[config.mk]
export PLATFORM = sky130hd
export DESIGN_NAME = writeback_arbiter
export DESIGN_NICKNAME = d
export VERILOG_FILES = /design/src/rtl/mips_pkg.sv /design/src/rtl/wb_fifo.sv /design/src/rtl/writeback_arbiter.sv
export SDC_FILE = /design/constraint.sdc
export NUM_CORES = 1
export LEC_CHECK = 0
export CAP_MARGIN = 5
export CORE_MARGIN = 4
export CORE_UTILIZATION = 45
export CTS_CLUSTER_SIZE = 16
export DETAILED_ROUTE_END_ITERATION = 10
export GPL_TIMING_DRIVEN = 0
export PLACE_DENSITY = 0.79
export REMOVE_ABC_BUFFERS = 1
export SLEW_MARGIN = 25
export SYNTH_ARGS = -nofsm -noshare
export SYNTH_HDL_FRONTEND = slang
export SYNTH_HIERARCHICAL = 1
export SYNTH_SLANG_ARGS = --single-unit
[constraint.sdc]
create_clock -name clk -period 4.8 [get_ports clk]
set_input_delay 1.44 -clock clk [delete_from_list [all_inputs] [get_ports clk]]
set_output_delay 1.44 -clock clk [all_outputs]
set_load 0.005 [all_outputs]
[src/rtl/mips_pkg.sv]
// Shared MIPS writeback definitions: register addressing and the buffered
// write entry carried through the MDU result FIFO.
package mips_pkg;

    localparam int REG_ADDR_W = 5;
    localparam logic [REG_ADDR_W-1:0] REG_ZERO = 5'd0;
    localparam int WB_WIDTH = 32;

    typedef struct packed {
        logic                  valid;
        logic [REG_ADDR_W-1:0] dest;
        logic [WB_WIDTH-1:0]   data;
    } wb_entry_t;

endpackage

[src/rtl/wb_fifo.sv]
// Circular buffer of pending MDU writes with squash-by-destination and a
// destination-match query used for hazard detection.
module wb_fifo
    import mips_pkg::*;
#(
    parameter int DEPTH = 4
) (
    input  logic                      clk,
    input  logic                      rst,
    input  logic                      push,
    input  wb_entry_t                 push_entry,
    input  logic                      pop,
    output wb_entry_t                 head,
    input  logic                      squash,
    input  logic [REG_ADDR_W-1:0]     squash_dest,
    input  logic [REG_ADDR_W-1:0]     query_dest,
    output logic                      query_hit,
    output logic [$clog2(DEPTH):0]    count
);

    localparam int PTR_W = $clog2(DEPTH);
    localparam int CNT_W = PTR_W + 1;

    logic [DEPTH-1:0]      valid_q;
    logic [REG_ADDR_W-1:0] dest_q [DEPTH];
    logic [WB_WIDTH-1:0]   data_q [DEPTH];
    logic [PTR_W-1:0]      rd_ptr;
    logic [PTR_W-1:0]      wr_ptr;

    // Free slots always hold valid=0 (cleared on pop), so the match query
    // and squash never need to know which slots are occupied.
    always_ff @(posedge clk or negedge rst) begin
        if (!rst) begin
            valid_q <= '0;
            rd_ptr  <= '0;
            wr_ptr  <= '0;
            count   <= '0;
        end else begin
            // NOTE: non-blocking assignments let the later pop/push writes
            // to the same slot override the squash loop within one cycle.
            for (int i = 0; i < DEPTH; i++) begin
                if (squash && valid_q[i] && dest_q[i] == squash_dest)
                    valid_q[i] <= 1'b0;
            end
            if (pop) begin
                valid_q[rd_ptr] <= 1'b0;
                rd_ptr          <= rd_ptr + PTR_W'(1);
            end
            if (push) begin
                valid_q[wr_ptr] <= push_entry.valid;
                wr_ptr          <= wr_ptr + PTR_W'(1);
            end
            case ({push, pop})
                2'b10:   count <= count + CNT_W'(1);
                2'b01:   count <= count - CNT_W'(1);
                default: count <= count;
            endcase
        end
    end

    // NOTE: the payload array has no reset; it is only observed through
    // valid_q, which is reset, so resetting it would add nothing.
    always_ff @(posedge clk) begin
        if (push) begin
            dest_q[wr_ptr] <= push_entry.dest;
            data_q[wr_ptr] <= push_entry.data;
        end
    end

    always_comb begin
        head.valid = valid_q[rd_ptr];
        head.dest  = dest_q[rd_ptr];
        head.data  = data_q[rd_ptr];
    end

    always_comb begin
        // NOTE: default first so every path assigns it and no latch forms.
        query_hit = 1'b0;
        for (int i = 0; i < DEPTH; i++) begin
            if (valid_q[i] && dest_q[i] == query_dest)
                query_hit = 1'b1;
        end
    end

endmodule

[src/rtl/writeback_arbiter.sv]
// Register-file write port arbiter: ALU results take priority, MDU results
// wait in wb_fifo, and same-register ordering is kept by squashing older MDU writes.
module writeback_arbiter
    import mips_pkg::*;
#(
    parameter int DEPTH = 4,
    parameter int WIDTH = 32
) (
    input  logic                   clk,
    input  logic                   rst,
    input  logic                   aluValid,
    input  logic [REG_ADDR_W-1:0]  aluDest,
    input  logic [WIDTH-1:0]       aluResult,
    input  logic                   mduValid,
    output logic                   mduReady,
    input  logic [REG_ADDR_W-1:0]  mduDest,
    input  logic [WIDTH-1:0]       mduResult,
    output logic                   RegisterWrite,
    output logic [REG_ADDR_W-1:0]  writeRegister,
    output logic [WIDTH-1:0]       writeBack,
    input  logic [REG_ADDR_W-1:0]  pendingQuery,
    output logic                   pendingHit,
    output logic [$clog2(DEPTH):0] fifoCount
);

    localparam int CNT_W = $clog2(DEPTH) + 1;

    logic      alu_take;
    logic      mdu_fire;
    logic      push;
    logic      pop;
    logic      fifo_hit;
    wb_entry_t push_entry;
    wb_entry_t head;

    assign alu_take = aluValid && (aluDest != REG_ZERO);
    assign mduReady = rst && (fifoCount != CNT_W'(DEPTH));
    assign mdu_fire = mduValid && mduReady;

    // An MDU result racing a same-register ALU write is older, so it is dropped.
    assign push = mdu_fire && (mduDest != REG_ZERO)
                  && !(alu_take && (mduDest == aluDest));
    assign pop  = !alu_take && (fifoCount != '0);

    always_comb begin
        push_entry.valid = 1'b1;
        push_entry.dest  = mduDest;
        push_entry.data  = WB_WIDTH'(mduResult);
    end

    wb_fifo #(.DEPTH(DEPTH)) u_fifo (
        .clk         (clk),
        .rst         (rst),
        .push        (push),
        .push_entry  (push_entry),
        .pop         (pop),
        .head        (head),
        .squash      (alu_take),
        .squash_dest (aluDest),
        .query_dest  (pendingQuery),
        .query_hit   (fifo_hit),
        .count       (fifoCount)
    );

    always_ff @(posedge clk or negedge rst) begin
        if (!rst) begin
            RegisterWrite <= 1'b0;
            writeRegister <= REG_ZERO;
            writeBack     <= '0;
        end else if (alu_take) begin
            RegisterWrite <= 1'b1;
            writeRegister <= aluDest;
            writeBack     <= aluResult;
        end else if (pop) begin
            RegisterWrite <= head.valid;
            if (head.valid) begin
                writeRegister <= head.dest;
                writeBack     <= WIDTH'(head.data);
            end
        end else begin
            RegisterWrite <= 1'b0;
        end
    end

    assign pendingHit = (pendingQuery != REG_ZERO)
                        && (fifo_hit || (RegisterWrite && (writeRegister == pendingQuery)));

endmodule

==> flow_metrics.env, run 1 <==
export IMPL_grt_ovfl_total=0
export IMPL_design_portCount=126
export IMPL_hold_ws_ns=0.556
export IMPL_cts_tree="done"
export IMPL_postRouteAntennaNets=0
export IMPL_post_route_min_period_ns=4.65
export IMPL_hold_viol=0
export IMPL_grt_pass1_wl_mm=29.0
export IMPL_critPathCaptureType="primary output"
export IMPL_path_clk_slew_ns=0.07
export IMPL_drt_initial_drc_count=255
export IMPL_synth_top_area_cell="edfxtp_1"
export IMPL_cts_buffer_depth=2
export IMPL_leakage_nw=3.75
export IMPL_powerDensity_mw_per_mm2=522
export IMPL_areaGrowthSynthToFinish_pct=25.7
export IMPL_worst_pin_slew_ns=0.723
export IMPL_syn_area_mm2=0.00845
export IMPL_row_count=49
export IMPL_place_congestion=0.884
export IMPL_fin_area_mm2=0.0106
export IMPL_clock_sink_count=197
export IMPL_cts_made_buffers=17
export IMPL_core_area_mm2=0.0182
export IMPL_synth_cell_types=36
export IMPL_grt_usage=0.179
export IMPL_htreeDepth=4
export IMPL_ir_drop_mv=0.256
export IMPL_drc=0
export IMPL_viasPerCell=5.48
export IMPL_synth_cells=460
export IMPL_antenna_found_initial=0
export IMPL_vias=4629
export IMPL_clock_skew_final_ns=0.0133
export IMPL_die_w_um=145
export IMPL_status="finished, final reports clean"
export IMPL_critPathLaunchType="primary input"
export IMPL_chipHeight_um=145
export IMPL_cts_root_buf="clkbuf_16"
export IMPL_clock_latency_ns=0.42
export IMPL_grt_max_degree=52
export IMPL_die_area_mm2=0.0210
export IMPL_seq_area_frac_synth=0.671
export IMPL_hpwlAfterDp_mm=11.6
export IMPL_start_util=0.464
export IMPL_path_class="primary input to primary output"
export IMPL_port_buffers=125
export IMPL_ys_ff_latch=197
export IMPL_synth_edf_count=148
export IMPL_drv_cap=0
export IMPL_diodes=0
export IMPL_postPlaceCellArea_mm2=0.0100
export IMPL_relSlewSlack=0.518
export IMPL_nets=695
export IMPL_crit_fanout=6
export IMPL_drive_gt1_frac=0.254
export IMPL_synth_top_cell_area_share=0.526
export IMPL_hold_class="flip-flop to flip-flop"
export IMPL_synth_most_common_cell="edfxtp_1"
export IMPL_clock_fmax_ghz=0.215
export IMPL_synthTopCellsByCount="148 x edfxtp_1, 64 x mux2_2, 49 x dfrtp_1"
export IMPL_firstDrtPassIters=4
export IMPL_wl_per_cell_um=21.9
export IMPL_avgSynthCellArea_um2=18.4
export IMPL_rsz0062_at_grt="no"
export IMPL_cp_data_arrival_time_ns=3.21
export IMPL_synth_area_leaders="edfxtp_1 53%, dfrtp_1 15%, mux4_2 10%"
export IMPL_routed_wl_mm=18.5
export IMPL_synthFlopType="edfxtp_1"
export IMPL_setup_violations=0
export IMPL_synth_async_reset_ratio=0.249
export IMPL_crit_required_ns=3.36
export IMPL_finalMaxSlewViolations=0
export IMPL_final_setup_tns_ns=0
export IMPL_final_util=0.584
export IMPL_grt_pass1_vias=5071
export IMPL_final_period_utilization=0.968
export IMPL_ys_warnings_count=6
-- critical path: stages --
cell and delay [ns]:
clkdlybuf4s15_2 0.26, xor2_1 0.17, nor4_1 0.28, and3_1 0.19
a31oi_1 0.05, nand3_1 0.14, nand2b_1 0.12, a21oi_1 0.06
nor3_1 0.21, dlygate4sd2_1 0.27
-- final timing paths --
path	slack, ns	cells after the start	from	end
hold / removal	0.56	1	u_fifo/wr_ptr[0]	u_fifo/wr_ptr[0]
setup / recovery	0.15	10	pendingQuery[3]	pendingHit
setup reg to reg	1.95	7	u_fifo/rd_ptr[0]	writeBack[12]
max in group asynchronous	3.18	1	rst	u_fifo/rd_ptr[0]
min in group asynchronous	1.07	1	rst	writeRegister[4]
hold reg to reg	0.56	1	u_fifo/wr_ptr[0]	u_fifo/wr_ptr[0]
-- layer usage --
layer,GRT usage,part of all wire
met1,0.222,0.40
met4,0.0560,0.013
met2,0.311,0.52
met3,0.0471,0.068
met5,0,0
-- registers in the layout, summed over array words and instances (netlist names) --
name / count
u_fifo/data_q: 128
writeBack: 32
u_fifo/dest_q: 20
writeRegister: 5
u_fifo/valid_q: 4
u_fifo/count: 3
u_fifo/rd_ptr: 2
u_fifo/wr_ptr: 2
RegisterWrite: 1
-- logic make-up after synthesis --
logic type | after synthesis | share of synthesized area
AOI/OAI and AO/OA | 23 | 0.0186
other | 1 | 0.000444
muxes | 108 | 0.194
buffers and inverters | 26 | 0.0182
xor gates and xnor gates | 54 | 0.0559
adders and majority gates | 10 | 0.0157
DFF | 197 | 0.671
and+or+nand+nor | 41 | 0.0268
-- cell usage in the layout, fill, tap and decap left out, types with 5 or more instances in the layout --
cell type and n:
clkdlybuf4s50_1 118, o21ai_1 5, mux4_2 38, nand3_1 7, edfxtp_1 148, nand2_1 8, clkbuf_1 5, nor4_1 7
inv_1 8, clkbuf_16 17, mux2i_1 6, a21oi_1 5, ha_1 9, dfrtp_1 47, xnor2_1 13, mux2_2 64
and2_4 5, xor2_1 41
-- power by group --
part           internal, W  total (W)  switching [W]
Combinational      0.00112    0.00181       0.000687
Clock             0.000742    0.00133       0.000588
Sequential         0.00216    0.00241       0.000257
-- through the flow --
step / worst slack [ns] / instances / power (W)
after CTS: 0.134 / 843 / 0.00563
after global routing: 0.0146 / 844 / 0.00586
after detailed placement: -0.727 / 806 / 0.00426
after global placement: -2.04 / 800 / 0.00418
after floorplan: 0.114 / 446 / 0.00347
final: 0.154 / 844 / 0.00555
-- final cells by class --
cell class / count / area [um2]
Tap cell: 229 / 287
Multi-Input combinational cell: 244 / 2710
Inverter: 9 / 33.8
Sequential cell: 197 / 5680
Fill cell: 1384 / 7580
Clock buffer: 24 / 472
Timing Repair Buffer: 133 / 1380
Clock inverter: 8 / 77.6
-- timing repair --
item,in CTS,in global routing
hold endpoints to repair,0,0
setup buffers,1,1
gates resized for setup,14,1
hold buffers,0,0
cloned,4,0
pin swaps,7,2
endpoints found under the setup margin,155,1
(Power assumes the default switching activity.)
==> run 2: changes to the inputs <==
Settings changed: CELL_PAD_IN_SITES_DETAIL_PLACEMENT set to 0, CELL_PAD_IN_SITES_GLOBAL_PLACEMENT set to 1, PLACE_DENSITY 0.79 to 0.89.
==> run 2 against run 1 <==
Net effect:
- setup slack improved by 0.25 ns
- clock-buffer cell count fell by 6
- clock power is 3% higher
- cell count is 0.36% lower
- worst hold slack worse by 0.010 ns
- critical path type unchanged
- critical endpoint unchanged
- largest cell class unchanged
- highest routed layer unchanged
==> flow_metrics.env, run 2 (synthesized netlist as in run 1, its figures left out) <==
export IMPL_routed_wl_mm=18.1
export IMPL_path_clk_slew_ns=0.06
export IMPL_critPathMaxStageDelay_ns=0.28
export IMPL_diodes=0
export IMPL_cts_tree="done"
export IMPL_multi_input_area_mm2=0.00269
export IMPL_crit_path_top_delay_cell="nor4_1"
export IMPL_final_setup_tns_ns=0
export IMPL_row_count=49
export IMPL_layoutNonFillerInstCount=841
export IMPL_hold_class="flip-flop to flip-flop"
export IMPL_nets=693
export IMPL_hold_ws_ns=0.546
export IMPL_cp_cell_sequence="clkbuf_2, xor2_1, nor4_1, and3_1, a31oi_1, nand3_1, nand2b_1, a21oi_1, nor3_1, dlymetal6s2s_1"
export IMPL_drv_cap=0
export IMPL_grt_pass1_wl_mm=28.6
export IMPL_grt_usage=0.178
export IMPL_postRouteAntennaNets=0
export IMPL_grt_max_degree=40
export IMPL_start_util=0.464
export IMPL_finalPower_w=0.00559
export IMPL_fillers=1350
export IMPL_status="finished, final reports clean"
export IMPL_hold_viol=0
export IMPL_drt_initial_drc_count=217
export IMPL_finalMaxSlewViolations=0
export IMPL_seqCellArea_mm2=0.00568
export IMPL_wl_per_cell_um=21.5
export IMPL_cts_buffer_depth=2
export IMPL_relSlewSlack=0.539
export IMPL_areaGrowthSynthToFinish_pct=25.7
export IMPL_post_route_min_period_ns=4.39
export IMPL_reg_largest_list="u_fifo/data_q (128), writeBack (32), u_fifo/dest_q (20)"
export IMPL_clock_skew_final_ns=0.0110
export IMPL_antenna_found_initial=0
export IMPL_place_congestion=0.842
export IMPL_vias=4516
export IMPL_crit_required_ns=3.36
export IMPL_worst_pin_slew_ns=0.691
export IMPL_path_class="primary input to primary output"
export IMPL_largest_reg_flops=128
export IMPL_firstDrtPassIters=4
export IMPL_clock_latency_ns=0.43
export IMPL_leakage_nw=3.77
export IMPL_viasPerCell=5.37
export IMPL_final_period_utilization=0.915
export IMPL_cp_data_arrival_time_ns=2.95
export IMPL_grt_pass1_vias=5017
export IMPL_core_area_mm2=0.0182
export IMPL_design_portCount=126
export IMPL_clock_fmax_ghz=0.228
export IMPL_hpwlAfterDp_mm=11.5
export IMPL_cts_made_buffers=17
export IMPL_clock_sink_count=197
export IMPL_chipHeight_um=145
export IMPL_postCtsHoldBufs=0
export IMPL_rsz0062_at_grt="no"
export IMPL_crit_fanout=6
export IMPL_final_common_cell="edfxtp_1"
export IMPL_port_buffers=125
export IMPL_ir_drop_mv=0.303
export IMPL_drc=0
export IMPL_setup_violations=0
export IMPL_mostFrequentLayoutCells="148 x edfxtp_1, 118 x clkdlybuf4s50_1, 64 x mux2_2"
export IMPL_r2r_slack_ns=2.29
export IMPL_cts_root_buf="clkbuf_16"
export IMPL_htreeDepth=4
export IMPL_dp_cells=807
export IMPL_regMostFlops="u_fifo/data_q"
export IMPL_grt_ovfl_total=0
export IMPL_critPathLaunchType="primary input"
export IMPL_crit_buf_inv=2
export IMPL_critPathTopFamily="simple AND/OR/NAND/NOR gates"
export IMPL_powerDensity_mw_per_mm2=526
export IMPL_drive_gt1_frac=0.260
export IMPL_die_area_mm2=0.0210
export IMPL_die_w_um=145
export IMPL_final_util=0.583
export IMPL_critPathCaptureType="primary output"
run 2: changes by cell type in the layout (fill, tap and decap cells not counted), moves of 2 or more:
cell | previous run | this run
clkbuf_1 | 5 | 1
clkbuf_2 | 0 | 4
inv_6 | 0 | 4
dlygate4sd2_1 | 3 | 0
and2_2 | 3 | 1
clkbuf_8 | 2 | 0
clkdlybuf4s15_2 | 3 | 1
clkinv_2 | 0 | 2
clkinv_4 | 2 | 0
run 2: path summary, 6_finish.rpt:
path	start	end	depth (start not counted)
setup / recovery	pendingQuery[0]	pendingHit	10
hold / removal	u_fifo/wr_ptr[0]	u_fifo/wr_ptr[0]	1
setup reg to reg	u_fifo/count[2]	u_fifo/valid_q[2]	6
hold reg to reg	u_fifo/wr_ptr[0]	u_fifo/wr_ptr[0]	1
max in group asynchronous	rst	u_fifo/rd_ptr[0]	2
min in group asynchronous	rst	writeRegister[0]	1
run 2: stage by stage:
stage,cell area [um2],setup slack (ns)
finish,10600,0.406
global placement,9880,-2.20
floorplan,8350,0.114
detailed placement,10000,-0.741
CTS,10600,-0.147
global route,10600,0.264
run 2: cell type report:
cell class,instances,share of cell area
Clock inverter,13,0.0124
Inverter,9,0.00318
Sequential cell,197,0.534
Tap cell,229,0.0270
Multi-Input combinational cell,241,0.253
Clock buffer,18,0.0404
Timing Repair Buffer,134,0.130
run 2: metal layers:
layer	share of wire	GRT usage	up-vias	routed length [um]
li1	-	-	2070	-
met1	0.43	0.225	2306	7690
met2	0.51	0.307	125	9250
met3	0.050	0.0468	15	901
met4	0.013	0.0480	0	226
met5	0	0	-	0
run 2: what timing repair did:
item                                    CTS  global route
endpoints found under the setup margin  155             1
resized for setup                         8            11
pin swaps                                 5             2
setup buffers                             1             1
gates cloned                              1             0
run 2: where the power goes:
group	switching [W]	internal, W	total (W)
sequential	0.000238	0.00216	0.00240
combinational	0.000709	0.00111	0.00182
clock	0.000607	0.000764	0.00137
total	0.00155	0.00403	0.00559
==> run 3: changes to the inputs <==
Settings changed: CELL_PAD_IN_SITES_DETAIL_PLACEMENT 0 to 2, CELL_PAD_IN_SITES_GLOBAL_PLACEMENT 1 to 2, CORE_UTILIZATION 45 to 43, PLACE_DENSITY 0.89 to 0.95.
==> run 3 against run 2 <==
Net effect:
- first-iteration DRC count is 16% higher
- largest power group unchanged
- non-clock buffer count stayed put
- sequential share of layout area is 0.15 points lower
- clock skew is 0.0011 ns lower
- critical path depth stayed put
==> flow_metrics.env, run 3 (synthesized netlist as in run 1, its figures left out) <==
export IMPL_grt_usage=0.206
export IMPL_drt_initial_drc_count=252
export IMPL_final_common_cell="edfxtp_1"
export IMPL_path_clk_slew_ns=0.07
export IMPL_core_area_mm2=0.0194
export IMPL_routed_wl_mm=21.9
export IMPL_clkPwrFrac=0.238
export IMPL_wl_per_cell_um=24.9
export IMPL_fin_area_mm2=0.0107
export IMPL_power_frac_seq=0.438
export IMPL_rsz0062_at_grt="no"
export IMPL_grt_ovfl_total=0
export IMPL_grt_pass1_wl_mm=33.8
export IMPL_viasPerCell=5.39
export IMPL_chipHeight_um=148
export IMPL_final_period_utilization=0.979
export IMPL_crit_required_ns=3.36
export IMPL_regMostFlops="u_fifo/data_q"
export IMPL_design_portCount=126
export IMPL_leakage_nw=3.74
export IMPL_nets=692
export IMPL_final_util=0.549
export IMPL_p_sw_w=0.00168
export IMPL_hold_class="flip-flop to flip-flop"
export IMPL_ir_drop_mv=0.343
export IMPL_die_w_um=148
export IMPL_areaGrowthSynthToFinish_pct=26.1
export IMPL_mostFrequentLayoutCells="148 x edfxtp_1, 118 x clkdlybuf4s50_1, 64 x mux2_2"
export IMPL_clock_skew_final_ns=0.00992
export IMPL_postPlaceCellArea_mm2=0.0101
export IMPL_drive_gt1_frac=0.261
export IMPL_postRouteAntennaNets=0
export IMPL_antenna_found_initial=1
export IMPL_cp_data_arrival_time_ns=3.26
export IMPL_powerDensity_mw_per_mm2=528
export IMPL_diodes=0
export IMPL_crit_fanout=6
export IMPL_cts_tree="done"
export IMPL_critPathCaptureType="primary output"
export IMPL_drv_cap=0
export IMPL_swShare=0.298
export IMPL_post_route_min_period_ns=4.70
export IMPL_row_count=51
export IMPL_clock_latency_ns=0.42
export IMPL_combPwrFrac=0.324
export IMPL_status="finished, final reports clean"
export IMPL_clock_fmax_ghz=0.213
export IMPL_start_util=0.436
export IMPL_clock_sink_count=197
export IMPL_die_area_mm2=0.0220
export IMPL_firstDrtPassIters=4
export IMPL_vias=4727
export IMPL_largest_reg_flops=128
export IMPL_place_congestion=0.859
export IMPL_port_buffers=125
export IMPL_setup_violations=0
export IMPL_htreeDepth=4
export IMPL_grt_max_degree=42
export IMPL_grt_pass1_vias=5629
export IMPL_hold_viol=0
export IMPL_hpwlAfterDp_mm=14.9
export IMPL_cts_root_buf="clkbuf_16"
export IMPL_relSlewSlack=0.553
export IMPL_path_class="primary input to primary output"
export IMPL_power_internal_w=0.00395
export IMPL_cts_buffer_depth=2
export IMPL_critPathLaunchType="primary input"
export IMPL_worst_pin_slew_ns=0.671
export IMPL_reg_largest_list="u_fifo/data_q (128), writeBack (32), u_fifo/dest_q (20)"
export IMPL_cts_made_buffers=17
export IMPL_drc=0
export IMPL_finalMaxSlewViolations=0
[run 3: final cells by class]
cell class	instances	area [um2]
Clock buffer	17	425
Clock inverter	15	121
Fill cell	1713	8740
Inverter	9	33.8
Multi-Input combinational cell	240	2680
Sequential cell	197	5680
Tap cell	265	332
Timing Repair Buffer	134	1390
[run 3: path summary, 6_finish.rpt]
kind                                    end  depth (start not counted)  slack, ns              from
setup / recovery                 pendingHit                         10        0.1   pendingQuery[4]
hold / removal             u_fifo/wr_ptr[0]                          1       0.57  u_fifo/wr_ptr[0]
setup reg to reg               writeBack[4]                          7       2.03  u_fifo/rd_ptr[0]
hold reg to reg            u_fifo/wr_ptr[0]                          1       0.57  u_fifo/wr_ptr[0]
max in group asynchronous  u_fifo/rd_ptr[0]                          2       3.36               rst
min in group asynchronous  writeRegister[1]                          1       0.91               rst
[run 3: power groups by stage]
stage / clock network, W / logic [W] / registers [W]
after floorplan: 0 / 0.00103 / 0.00244
after global placement: 0 / 0.00168 / 0.00252
after detailed placement: 0 / 0.00186 / 0.00251
after CTS: 0.00137 / 0.00187 / 0.00248
after global routing: 0.00146 / 0.00196 / 0.00251
final: 0.00134 / 0.00182 / 0.00246
[run 3: metrics by stage]
| step | hold slack [ns] | setup WS [ns] | instances | setup TNS (ns) | total power, W |
|---|---|---|---|---|---|
| floorplan | 0.491 | 0.114 | 446 | 0 | 0.00347 |
| global placement | 0.505 | -2.31 | 836 | -410.23 | 0.00421 |
| detailed placement | 0.534 | -0.586 | 844 | -30.78 | 0.00437 |
| CTS | 0.562 | 0.0923 | 877 | 0 | 0.00572 |
| global route | 0.576 | 0.0231 | 877 | 0 | 0.00594 |
| finish | 0.565 | 0.0984 | 877 | 0 | 0.00563 |
[run 3: metal layers]
metal,share of wire,track usage
met5,0.00059,0
met4,0.018,0.0656
met2,0.55,0.385
met3,0.040,0.0439
met1,0.39,0.237
[run 3: critical path: stages]
cell             delay [ns]
clkdlybuf4s15_2        0.27
xor2_1                 0.18
nor4_2                 0.29
and3_1                 0.24
a31oi_1                0.06
nand3_1                0.15
nand2b_1               0.12
a21oi_1                0.06
nor3_1                 0.17
dlygate4sd2_1          0.26
[run 3: repair_timing]
action                                 CTS  global route
hold buffers                             0             0
buffers inserted                         1             0
pin swaps                                3             4
setup endpoints to repair                1             5
resized for setup                       17             5
endpoints found under the hold margin    0             0
gates cloned                             0             0
